File: src/rtl/id_stage_pipe.sv
// id_stage_pipe: decode stage with register file, immediate generation,
// control decode, branch resolution, hazard/stall control and the ID/EX register.
// Optional feature macro: WB_BYPASS_EN (writeback data bypasses the register
// file read in the same cycle). Without it the stored (pre-write) value is read.

`ifndef NUM_REG
`define NUM_REG 32
`endif
`ifndef REG_ADDR_WIDTH
`define REG_ADDR_WIDTH 5
`endif
`ifndef REG_WIDTH
`define REG_WIDTH 32
`endif
`ifndef PC_WIDTH
`define PC_WIDTH 32
`endif
`ifndef INST_WIDTH
`define INST_WIDTH 32
`endif
`ifndef IMM_SEL_WIDTH
`define IMM_SEL_WIDTH 3
`endif

module id_stage_pipe #(
  parameter int NUM_REG        = `NUM_REG,
  parameter int REG_ADDR_WIDTH = `REG_ADDR_WIDTH,
  parameter int REG_WIDTH      = `REG_WIDTH,
  parameter int PC_WIDTH       = `PC_WIDTH,
  parameter int INST_WIDTH     = `INST_WIDTH,
  parameter int IMM_SEL_WIDTH  = `IMM_SEL_WIDTH,
  parameter int LOAD_BR_STALL  = 2
) (
  input  logic                      clk,
  input  logic                      reset,
  input  logic                      IF_ID_valid,
  input  logic [PC_WIDTH-1:0]       IF_ID_pc,
  input  logic [INST_WIDTH-1:0]     IF_ID_inst,
  input  logic                      MEM_WB_reg_wr_en,
  input  logic [REG_ADDR_WIDTH-1:0] MEM_WB_rd,
  input  logic [REG_WIDTH-1:0]      WB_data,
  input  logic [1:0]                forward_sel1,
  input  logic [1:0]                forward_sel2,
  input  logic [REG_WIDTH-1:0]      EX_MEM_alu_out,
  input  logic [REG_WIDTH-1:0]      DMEM_data_out,
  input  logic                      hold_in,
  input  logic                      flush_in,
  output logic [PC_WIDTH-1:0]       pc_imm,
  output logic                      pc_sel,
  output logic                      stall_out,
  output logic                      IF_ID_flush,
  output logic                      ID_EX_valid,
  output logic [PC_WIDTH-1:0]       ID_EX_pc,
  output logic [REG_WIDTH-1:0]      ID_EX_rs1_data,
  output logic [REG_WIDTH-1:0]      ID_EX_rs2_data,
  output logic [REG_WIDTH-1:0]      ID_EX_imm,
  output logic [REG_ADDR_WIDTH-1:0] ID_EX_rd,
  output logic                      ID_EX_reg_write_en,
  output logic                      ID_EX_mem_write_en,
  output logic                      ID_EX_mem_read,
  output logic [2:0]                ID_EX_alu_sel,
  output logic                      ID_EX_ASel,
  output logic                      ID_EX_BSel,
  output logic [1:0]                ID_EX_wb_sel
);

  localparam logic [6:0] OP_R = 7'b0110011, OP_I = 7'b0010011, OP_LD = 7'b0000011,
                         OP_ST = 7'b0100011, OP_BR = 7'b1100011, OP_JAL = 7'b1101111,
                         OP_JALR = 7'b1100111, OP_LUI = 7'b0110111, OP_AUIPC = 7'b0010111;
  localparam logic [IMM_SEL_WIDTH-1:0] IMM_I = IMM_SEL_WIDTH'(0), IMM_S = IMM_SEL_WIDTH'(1),
                                       IMM_B = IMM_SEL_WIDTH'(2), IMM_U = IMM_SEL_WIDTH'(3),
                                       IMM_J = IMM_SEL_WIDTH'(4);
  // ALU codes: SLT/SLTU issue as SUB and EX derives the flag from the difference.
  localparam logic [2:0] ALU_ADD = 3'd0, ALU_SUB = 3'd1, ALU_AND = 3'd2, ALU_OR = 3'd3,
                         ALU_XOR = 3'd4, ALU_SLL = 3'd5, ALU_SRL = 3'd6, ALU_SRA = 3'd7;
  // wb_sel: 00 ALU result, 01 load data, 10 pc+4

  typedef struct packed {
    logic                      valid;
    logic [PC_WIDTH-1:0]       pc;
    logic [REG_WIDTH-1:0]      rs1;
    logic [REG_WIDTH-1:0]      rs2;
    logic [REG_WIDTH-1:0]      imm;
    logic [REG_ADDR_WIDTH-1:0] rd;
    logic                      rw;
    logic                      mw;
    logic                      mr;
    logic [2:0]                alu;
    logic                      asel;
    logic                      bsel;
    logic [1:0]                wb;
  } id_ex_t;

  logic [31:0] inst;
  logic [6:0]  opcode;
  logic [2:0]  funct3;
  logic [REG_ADDR_WIDTH-1:0] rs1_idx, rs2_idx;
  logic [REG_WIDTH-1:0] rf_q [NUM_REG];
  logic [REG_WIDTH-1:0] rf_rs1, rf_rs2, fwd1, fwd2, imm_val;
  logic [31:0] imm_raw;
  logic [IMM_SEL_WIDTH-1:0] imm_sel;
  logic is_br, is_jal, is_jalr, is_lui, rs1_used, rs2_used, br_cond, taken;
  logic dep, cnt_stall;
  logic [1:0] need, stall_cnt_q, stall_cnt_d;
  id_ex_t id_ex_d, id_ex_q;

  assign inst    = IF_ID_inst[31:0];
  assign opcode  = inst[6:0];
  assign funct3  = inst[14:12];
  assign rs1_idx = REG_ADDR_WIDTH'(inst[19:15]);
  assign rs2_idx = REG_ADDR_WIDTH'(inst[24:20]);
  assign is_br   = (opcode == OP_BR);
  assign is_jal  = (opcode == OP_JAL);
  assign is_jalr = (opcode == OP_JALR);
  assign is_lui  = (opcode == OP_LUI);
  assign rs1_used = !(is_lui || is_jal || opcode == OP_AUIPC);
  assign rs2_used = (opcode == OP_R) || (opcode == OP_ST) || is_br;

  // Register file: x0 never written, written at the edge closing writeback
  always_ff @(posedge clk or posedge reset) begin
    if (reset) begin
      for (int i = 0; i < NUM_REG; i++) rf_q[i] <= '0;
    end else if (MEM_WB_reg_wr_en && MEM_WB_rd != '0) begin
      rf_q[MEM_WB_rd] <= WB_data;
    end
  end

  // Register file read ports, optional same-cycle writeback bypass
  always_comb begin
    rf_rs1 = rf_q[rs1_idx];
    rf_rs2 = rf_q[rs2_idx];
`ifdef WB_BYPASS_EN
    if (MEM_WB_reg_wr_en && MEM_WB_rd != '0 && MEM_WB_rd == rs1_idx) rf_rs1 = WB_data;
    if (MEM_WB_reg_wr_en && MEM_WB_rd != '0 && MEM_WB_rd == rs2_idx) rf_rs2 = WB_data;
`endif
    if (rs1_idx == '0) rf_rs1 = '0;
    if (rs2_idx == '0) rf_rs2 = '0;
  end

  // Operand forwarding muxes
  always_comb begin
    case (forward_sel1)
      2'b01:   fwd1 = EX_MEM_alu_out;
      2'b10:   fwd1 = DMEM_data_out;
      default: fwd1 = rf_rs1;
    endcase
    case (forward_sel2)
      2'b01:   fwd2 = EX_MEM_alu_out;
      2'b10:   fwd2 = DMEM_data_out;
      default: fwd2 = rf_rs2;
    endcase
  end

  // Immediate generation
  always_comb begin
    case (imm_sel)
      IMM_S:   imm_raw = {{20{inst[31]}}, inst[31:25], inst[11:7]};
      IMM_B:   imm_raw = {{19{inst[31]}}, inst[31], inst[7], inst[30:25], inst[11:8], 1'b0};
      IMM_U:   imm_raw = {inst[31:12], 12'b0};
      IMM_J:   imm_raw = {{11{inst[31]}}, inst[31], inst[19:12], inst[20], inst[30:21], 1'b0};
      default: imm_raw = {{20{inst[31]}}, inst[31:20]};
    endcase
    imm_val = REG_WIDTH'($signed(imm_raw));
  end

  // Control decode into the ID/EX next value; enables only for a real instruction
  always_comb begin
    id_ex_d       = '0;
    imm_sel       = IMM_I;
    id_ex_d.valid = IF_ID_valid;
    id_ex_d.pc    = IF_ID_pc;
    id_ex_d.rd    = REG_ADDR_WIDTH'(inst[11:7]);
    case (opcode)
      OP_R, OP_I: begin
        id_ex_d.rw   = 1'b1;
        id_ex_d.bsel = (opcode == OP_I);
        case (funct3)
          3'b000:  id_ex_d.alu = (opcode == OP_R && inst[30]) ? ALU_SUB : ALU_ADD;
          3'b001:  id_ex_d.alu = ALU_SLL;
          3'b100:  id_ex_d.alu = ALU_XOR;
          3'b101:  id_ex_d.alu = inst[30] ? ALU_SRA : ALU_SRL;
          3'b110:  id_ex_d.alu = ALU_OR;
          3'b111:  id_ex_d.alu = ALU_AND;
          default: id_ex_d.alu = ALU_SUB;
        endcase
      end
      OP_LD:    begin id_ex_d.rw = 1'b1; id_ex_d.mr = 1'b1; id_ex_d.bsel = 1'b1; id_ex_d.wb = 2'b01; end
      OP_ST:    begin imm_sel = IMM_S; id_ex_d.mw = 1'b1; id_ex_d.bsel = 1'b1; end
      OP_BR:    begin imm_sel = IMM_B; id_ex_d.asel = 1'b1; id_ex_d.bsel = 1'b1; end
      OP_JAL:   begin imm_sel = IMM_J; id_ex_d.rw = 1'b1; id_ex_d.asel = 1'b1; id_ex_d.bsel = 1'b1; id_ex_d.wb = 2'b10; end
      OP_JALR:  begin id_ex_d.rw = 1'b1; id_ex_d.bsel = 1'b1; id_ex_d.wb = 2'b10; end
      OP_LUI:   begin imm_sel = IMM_U; id_ex_d.rw = 1'b1; id_ex_d.bsel = 1'b1; end
      OP_AUIPC: begin imm_sel = IMM_U; id_ex_d.rw = 1'b1; id_ex_d.asel = 1'b1; id_ex_d.bsel = 1'b1; end
      default:  ;
    endcase
    // LUI computes 0 + imm in EX, so operand A is forced to zero
    id_ex_d.rs1 = is_lui ? '0 : fwd1;
    id_ex_d.rs2 = fwd2;
    id_ex_d.imm = imm_val;
    id_ex_d.rw  = id_ex_d.rw & IF_ID_valid;
    id_ex_d.mw  = id_ex_d.mw & IF_ID_valid;
    id_ex_d.mr  = id_ex_d.mr & IF_ID_valid;
  end

  // Branch comparison on forwarded operands and redirect qualification
  always_comb begin
    case (funct3)
      3'b000:  br_cond = (fwd1 == fwd2);
      3'b001:  br_cond = (fwd1 != fwd2);
      3'b100:  br_cond = ($signed(fwd1) < $signed(fwd2));
      3'b101:  br_cond = ($signed(fwd1) >= $signed(fwd2));
      3'b110:  br_cond = (fwd1 < fwd2);
      3'b111:  br_cond = (fwd1 >= fwd2);
      default: br_cond = 1'b0;
    endcase
    taken = (is_br && br_cond) || is_jal || is_jalr;
  end

  assign pc_imm      = IF_ID_pc + PC_WIDTH'(imm_val);
  assign pc_sel      = taken && IF_ID_valid && !stall_out && !flush_in && !reset;
  assign IF_ID_flush = pc_sel;

  // Hazard detection: stall length needed against the instruction in ID/EX
  always_comb begin
    dep = (rs1_used && rs1_idx != '0 && rs1_idx == id_ex_q.rd) ||
          (rs2_used && rs2_idx != '0 && rs2_idx == id_ex_q.rd);
    need = 2'd0;
    if (dep && id_ex_q.mr)
      need = (is_br || is_jalr) ? 2'(LOAD_BR_STALL) : 2'd1;
    else if (dep && id_ex_q.rw && (is_br || is_jalr))
      need = 2'd1;
    cnt_stall = 1'b0;
    stall_cnt_d = 2'd0;
    if (stall_cnt_q != 2'd0) begin
      cnt_stall   = 1'b1;
      stall_cnt_d = stall_cnt_q - 2'd1;
    end else if (IF_ID_valid && need != 2'd0) begin
      cnt_stall   = 1'b1;
      stall_cnt_d = need - 2'd1;
    end
  end

  assign stall_out = cnt_stall | hold_in;

  // ID/EX register and stall counter: flush > hold > counter bubble > load
  always_ff @(posedge clk or posedge reset) begin
    if (reset) begin
      id_ex_q     <= '0;
      stall_cnt_q <= 2'd0;
    end else if (flush_in) begin
      id_ex_q     <= '0;
      stall_cnt_q <= 2'd0;
    end else if (!hold_in) begin
      id_ex_q     <= cnt_stall ? '0 : id_ex_d;
      stall_cnt_q <= stall_cnt_d;
    end
  end

  assign ID_EX_valid        = id_ex_q.valid;
  assign ID_EX_pc           = id_ex_q.pc;
  assign ID_EX_rs1_data     = id_ex_q.rs1;
  assign ID_EX_rs2_data     = id_ex_q.rs2;
  assign ID_EX_imm          = id_ex_q.imm;
  assign ID_EX_rd           = id_ex_q.rd;
  assign ID_EX_reg_write_en = id_ex_q.rw;
  assign ID_EX_mem_write_en = id_ex_q.mw;
  assign ID_EX_mem_read     = id_ex_q.mr;
  assign ID_EX_alu_sel      = id_ex_q.alu;
  assign ID_EX_ASel         = id_ex_q.asel;
  assign ID_EX_BSel         = id_ex_q.bsel;
  assign ID_EX_wb_sel       = id_ex_q.wb;

endmodule

File: config.mk
export PLATFORM = sky130hd
export DESIGN_NAME = id_stage_pipe
export DESIGN_NICKNAME = d
export VERILOG_FILES = /design/src/rtl/id_stage_pipe.sv
export SDC_FILE = /design/constraint.sdc
export NUM_CORES = 2
export LEC_CHECK = 0
export ABC_AREA = 1
export BUFFER_PORTS_ARGS = -buffer_cell sky130_fd_sc_hd__buf_2
export CAP_MARGIN = 20
export CORE_MARGIN = 2
export CORE_UTILIZATION = 43
export CTS_BUF_LIST = sky130_fd_sc_hd__clkbuf_16
export DETAILED_ROUTE_END_ITERATION = 8
export REMOVE_ABC_BUFFERS = 1
export SYNTH_ARGS = -nofsm -noshare
export SYNTH_HDL_FRONTEND = slang
export SYNTH_SLANG_ARGS = --single-unit
File: constraint.sdc
create_clock -name clk -period 60.3 [get_ports clk]
set_clock_uncertainty 0.1 [all_clocks]
set_input_delay 12.06 -clock clk [delete_from_list [all_inputs] [get_ports clk]]
set_output_delay 12.06 -clock clk [all_outputs]
set_load 0.01 [all_outputs]
Word-level counts from Yosys, hierarchy flattened
Index checks and enable logic that the tools add are counted.
{"block": "op_classes", "n_addsub": 3, "order_cmp": 8, "n_eq_ne": 27, "n_mux": 39, "bitwise_logic": 7, "reduce_logical": 42}
{"cell": "$bwmux W1024", "count": 1}
{"cell": "$mux W144", "count": 3}
{"cell": "$bmux W32 S5", "count": 2}
{"cell": "$mux W32", "count": 8}
{"cell": "$demux W32 S5", "count": 1}
{"cell": "$pmux W32 S2", "count": 2}
{"cell": "$pmux W31 S4", "count": 1}
{"cell": "$ge A32 B32 Y1", "count": 2}
{"cell": "$lt A32 B32 Y1", "count": 2}
{"cell": "$add A32 B32 Y32", "count": 1}
{"cell": "$eq A32 B32 Y1", "count": 1}
{"cell": "$ne A32 B32 Y1", "count": 1}
{"cell": "$eq A7 B6 Y1 const B", "count": 3}
{"cell": "$eq A7 B7 Y1 const B", "count": 3}
{"cell": "$ge A6 B6 Y1 const B", "count": 3}
{"cell": "$not A5 Y6", "count": 3}
{"cell": "$pmux W3 S6", "count": 1}
{"cell": "$logic_and A1 B1 Y1", "count": 16}
{"cell": "$eq A3 B3 Y1 const B", "count": 5}
{"cell": "$reduce_bool A5 Y1", "count": 3}
{"cell": "$eq A7 B5 Y1 const B", "count": 2}
{"cell": "$reduce_or A7 Y1", "count": 2}
{"cell": "$mux W2", "count": 6}
{"cell": "$pmux W3 S4", "count": 1}
{"cell": "other kinds (23)", "count": 53}
{"block": "word_totals", "register_bits": 1170}

Logic depth before layout (Yosys ltp)
{"block": "depth", "depth_word": 20, "mapped_depth": 32, "mapped_depth_nobuf": 27}

Worst setup path after synthesis
No wires, ideal clock.
{"block": "synth_path", "path_type": "in2out", "from": "input port reset", "to": "output port pc_sel", "t_arrival_ns": 37.613, "required_time_ns": 48.140, "slack_ns": 10.527, "cell_stages": 4, "path_buffers": 1, "cell_sequence": "inv_1 nand2_1 a21oi_1 buf_4"}
{"block": "synth_between", "elab_chain_len": 2}
{"element": "from (decl)", "line_no": "35", "source": "input logic reset,"}
{"element": "$logic_not A1 Y1 (no source line)"}
{"element": "$logic_and A1 B1 Y1", "line_no": "220", "source": "assign pc_sel = taken && IF_ID_valid && !stall_out && !flush_in && !reset;"}
{"element": "to (decl)", "line_no": "49", "source": "output logic pc_sel,"}
Every way passes these cells.

Final worst setup path
{"block": "layout_path", "from": "input port IF_ID_inst[21]", "to": "output port IF_ID_flush"}
{"block": "layout_between", "elab_chain_len": 17, "elab_cells_between_ends": 37, "classes_between": "order compare (4); eq/ne (3); mux (10); bitwise (2); reduce/logical (18)"}
{"element": "from (decl)", "line_no": "38", "source": "input logic [INST_WIDTH-1:0] IF_ID_inst,"}
{"element": "parallel branches: the longest is 14 deep, another holds $ge A32 B32 Y1"}
{"element": "$logic_and A1 B1 Y1 (*) (3 in series)", "line_no": "220"}
{"element": "to (decl)", "line_no": "51", "source": "output logic IF_ID_flush,"}
Every way passes the cells marked *. The select of a mux whose other input is x is not followed.

==> results.json <==
{
  "status": "finished, violations left",
  "routed_wl_um": 271000,
  "finalPower_mw": 2.32,
  "first_global_vias": 58900,
  "min_to": "rf_q[1009]",
  "synth-seq-cells": 1170,
  "cp-start-kind": "primary input",
  "fillerInstances": 14500,
  "cts_buffers": 138,
  "critPathKind": "primary input to output pin",
  "cp-end-kind": "output pin",
  "ys_types": 41,
  "grt_usage": 0.349,
  "cts.clk_slew.worst_paths_ns": 0.06,
  "violations": "DRC",
  "syn_area_per_cell_um2": 7.56,
  "synth_edf_count": 0,
  "synthArstFlopShare": 1.00,
  "clock_sinks": 1170,
  "cts.repair_timing.setup_buffer_count": 0,
  "cp_common_cell": "nand2_1",
  "cpPeakStageDelay_ns": 0.82,
  "multi_input_area_mm2": 0.0297,
  "setup_viol": 0,
  "fp.dieArea_mm2": 0.152,
  "ir_worst_vdd_v": 0.0000288,
  "core_mm2": 0.148,
  "grt_pass1_wl_um": 397000,
  "drt_iter0_drc": 9472,
  "powerDensity_mw_per_mm2": 32.8,
  "finalCritPeriodShare": 0.507,
  "vias": 64100,
  "period_needed_ns": 30.58,
  "row_count": 141,
  "power_leakage_nw": 32.1,
  "fin_area_mm2": 0.0708,
  "tightestPinTransition_ns": 1.31,
  "firstDrtPassIters": 9,
  "viasPerCell": 6.21,
  "drc_errors": 2,
  "ant_nets": 0,
  "max_freq_ghz": 0.0327,
  "clk_latency_ns": 0.79,
  "postPlaceCellArea_mm2": 0.0663,
  "r2r_start": "ID_EX_rd[4]",
  "worstPathMaxFanout": 99,
  "hpwl_um": 152000,
  "cts-resized-gates": 0,
  "synth_area_mm2": 0.0640,
  "h-tree-depth": 4,
  "io_buffers": 353,
  "hp-class": "flip-flop to flip-flop",
  "cap_violations": 0,
  "ios": 354,
  "holdPathStages": 0,
  "antenna_found_initial": 11,
  "wl_per_cell_um": 26.3,
  "root_buffer": "clkbuf_16",
  "hold_viol": 0,
  "r2r-end": "ID_EX_rs1_data[29]",
  "crit_slowest_cell": "buf_4",
  "clock_path_buffers": 3,
  "start_util": 0.433,
  "dieWidth_um": 390,
  "grt_setup_unrepaired": "false",
  "gp_congestion": 0.917,
  "fp.dieH_um": 390,
  "final_nets": 8532,
  "arrival_ns": 18.42,
  "slew_headroom": 0.116,
  "critPathRequiredTime_ns": 48.14,
  "grt-ovfl-total": 0,
  "drive_gt1_frac": 0.0856,
  "synth_cells": 8468,
  "drv_slew": 0,
  "seq_area_frac_synth": 0.457,
  "cts_hold_buf": 0,
  "reg2reg_slack_ns": 55.15,
  "reg2reg_depth": 17,
  "synth_flop_cell": "dfrtp_1",
  "min_from": "rf_q[1009]",
  "tns_ns": 0,
  "final_core_util": 0.479,
  "register_area_mm2": 0.0293,
  "grt_max_degree": 208,
  "area_delta_synth_final_pct": 10.7,
  "synth_warnings": 0,
  "cts_tree": "built"
}
[worst max path at each step]
stage,start,endpoint,slack [ns],cells past startpoint
2_1_floorplan,reset,IF_ID_flush,10.56,3
3_3_place_gp,IF_ID_inst[21],pc_sel,30.07,28
3_5_place_dp,IF_ID_inst[21],IF_ID_flush,30.03,26
4_1_cts,IF_ID_inst[21],IF_ID_flush,30.02,26
5_1_grt,IF_ID_inst[21],IF_ID_flush,29.45,26
6_report,IF_ID_inst[21],IF_ID_flush,29.72,28
[layout by cell type (no fill, tap or decap), types with 9 or more instances in the layout]
master and count:
a22o_1 56, o22ai_1 72, o21ai_1 54, xor2_1 26
nor2_4 10, nand2_4 11, o21ai_0 1756, ha_1 66
nor2_1 708, nor3_1 23, nand2_1 1634, dfrtp_1 1170
o2111ai_1 129, o221ai_1 173, clkinv_1 31, inv_1 563
nand2_2 15, a21oi_1 544, o211ai_1 69, nand3_1 448
inv_2 11, clkbuf_16 143, bufinv_16 15, buf_4 113
buf_2 345, clkinv_2 19, buf_12 9, a211oi_1 114
xnor2_1 11
[flip-flops by register name, indices dropped and copies added (netlist names), 2 cells and up]
register / count
rf_q: 1024
ID_EX_imm: 32
ID_EX_pc: 32
ID_EX_rs1_data: 32
ID_EX_rs2_data: 32
ID_EX_rd: 5
ID_EX_alu_sel: 3
ID_EX_wb_sel: 2
stall_cnt_q: 2
[per-layer routing]
metal,routed length (um),global-route usage,part of all wire,vias to the layer above
met4,12400,0.150,0.046,10
met2,114000,0.507,0.42,4351
met5,71,0,0.00026,-
met1,110000,0.483,0.41,30500
li1,-,-,-,28500
met3,35100,0.0996,0.13,752
[metrics by stage]
step / instances / hold slack, ns / setup WS [ns]
after floorplan: 7673 / 0.254 / 10.56
after global placement: 10100 / 0.265 / 30.07
after detailed placement: 10100 / 0.266 / 30.03
after CTS: 10300 / 0.279 / 30.02
after global routing: 10300 / 0.291 / 29.45
final: 10300 / 0.277 / 29.72
[synthesized netlist by cell type (56+ instances only)]
cell type,count,area [um^2]
a21oi_1,544,2720
nand3_1,448,2240
buf_2,139,696
o22ai_1,72,450
o221ai_1,173,1520
nor2_1,716,2690
o211ai_1,69,518
ha_1,68,851
nand2_1,1660,6230
o2111ai_1,129,1130
a211oi_1,114,856
o21ai_0,1756,8790
dfrtp_1,1170,29300
a22o_1,56,490
clkbuf_1,612,2300
inv_1,536,2010
[final cells by class]
type | instances | area share
antenna | 2 | 0.0000706
clock buffer | 143 | 0.0505
clock inverter | 108 | 0.0126
inverter | 545 | 0.0295
multi-input combinational | 5958 | 0.419
sequential | 1170 | 0.413
tap | 1930 | 0.0341
timing repair buffer | 475 | 0.0406
[worst max-delay path: cells and delay by family]
| kind | cells | cell delay [ns] |
|---|---|---|
| compound gates | 5 | 1.04 |
| buf+inv | 8 | 3.22 |
| fa+ha+maj | 1 | 0.33 |
| simple gates | 14 | 1.50 |
[power by group]
group | switching (mW) | internal (mW)
Combinational | 0.303 | 0.153
Sequential | 0.0979 | 0.921
Clock | 0.355 | 0.492
[cell families (layout without fill, tap and decap cells)]
| group | Yosys count | in the layout | synth area share |
|---|---|---|---|
| AOI/OAI and AO/OA | 2988 | 2988 | 0.264 |
| other | 0 | 2 | 0 |
| DFF | 1170 | 1170 | 0.457 |
| adders and majority gates | 69 | 69 | 0.0136 |
| and+or+nand+nor | 2864 | 2864 | 0.178 |
| buffers and inverters | 1340 | 1271 | 0.0816 |
| xor gates and xnor gates | 37 | 37 | 0.00506 |
(Power assumes the default switching activity.)
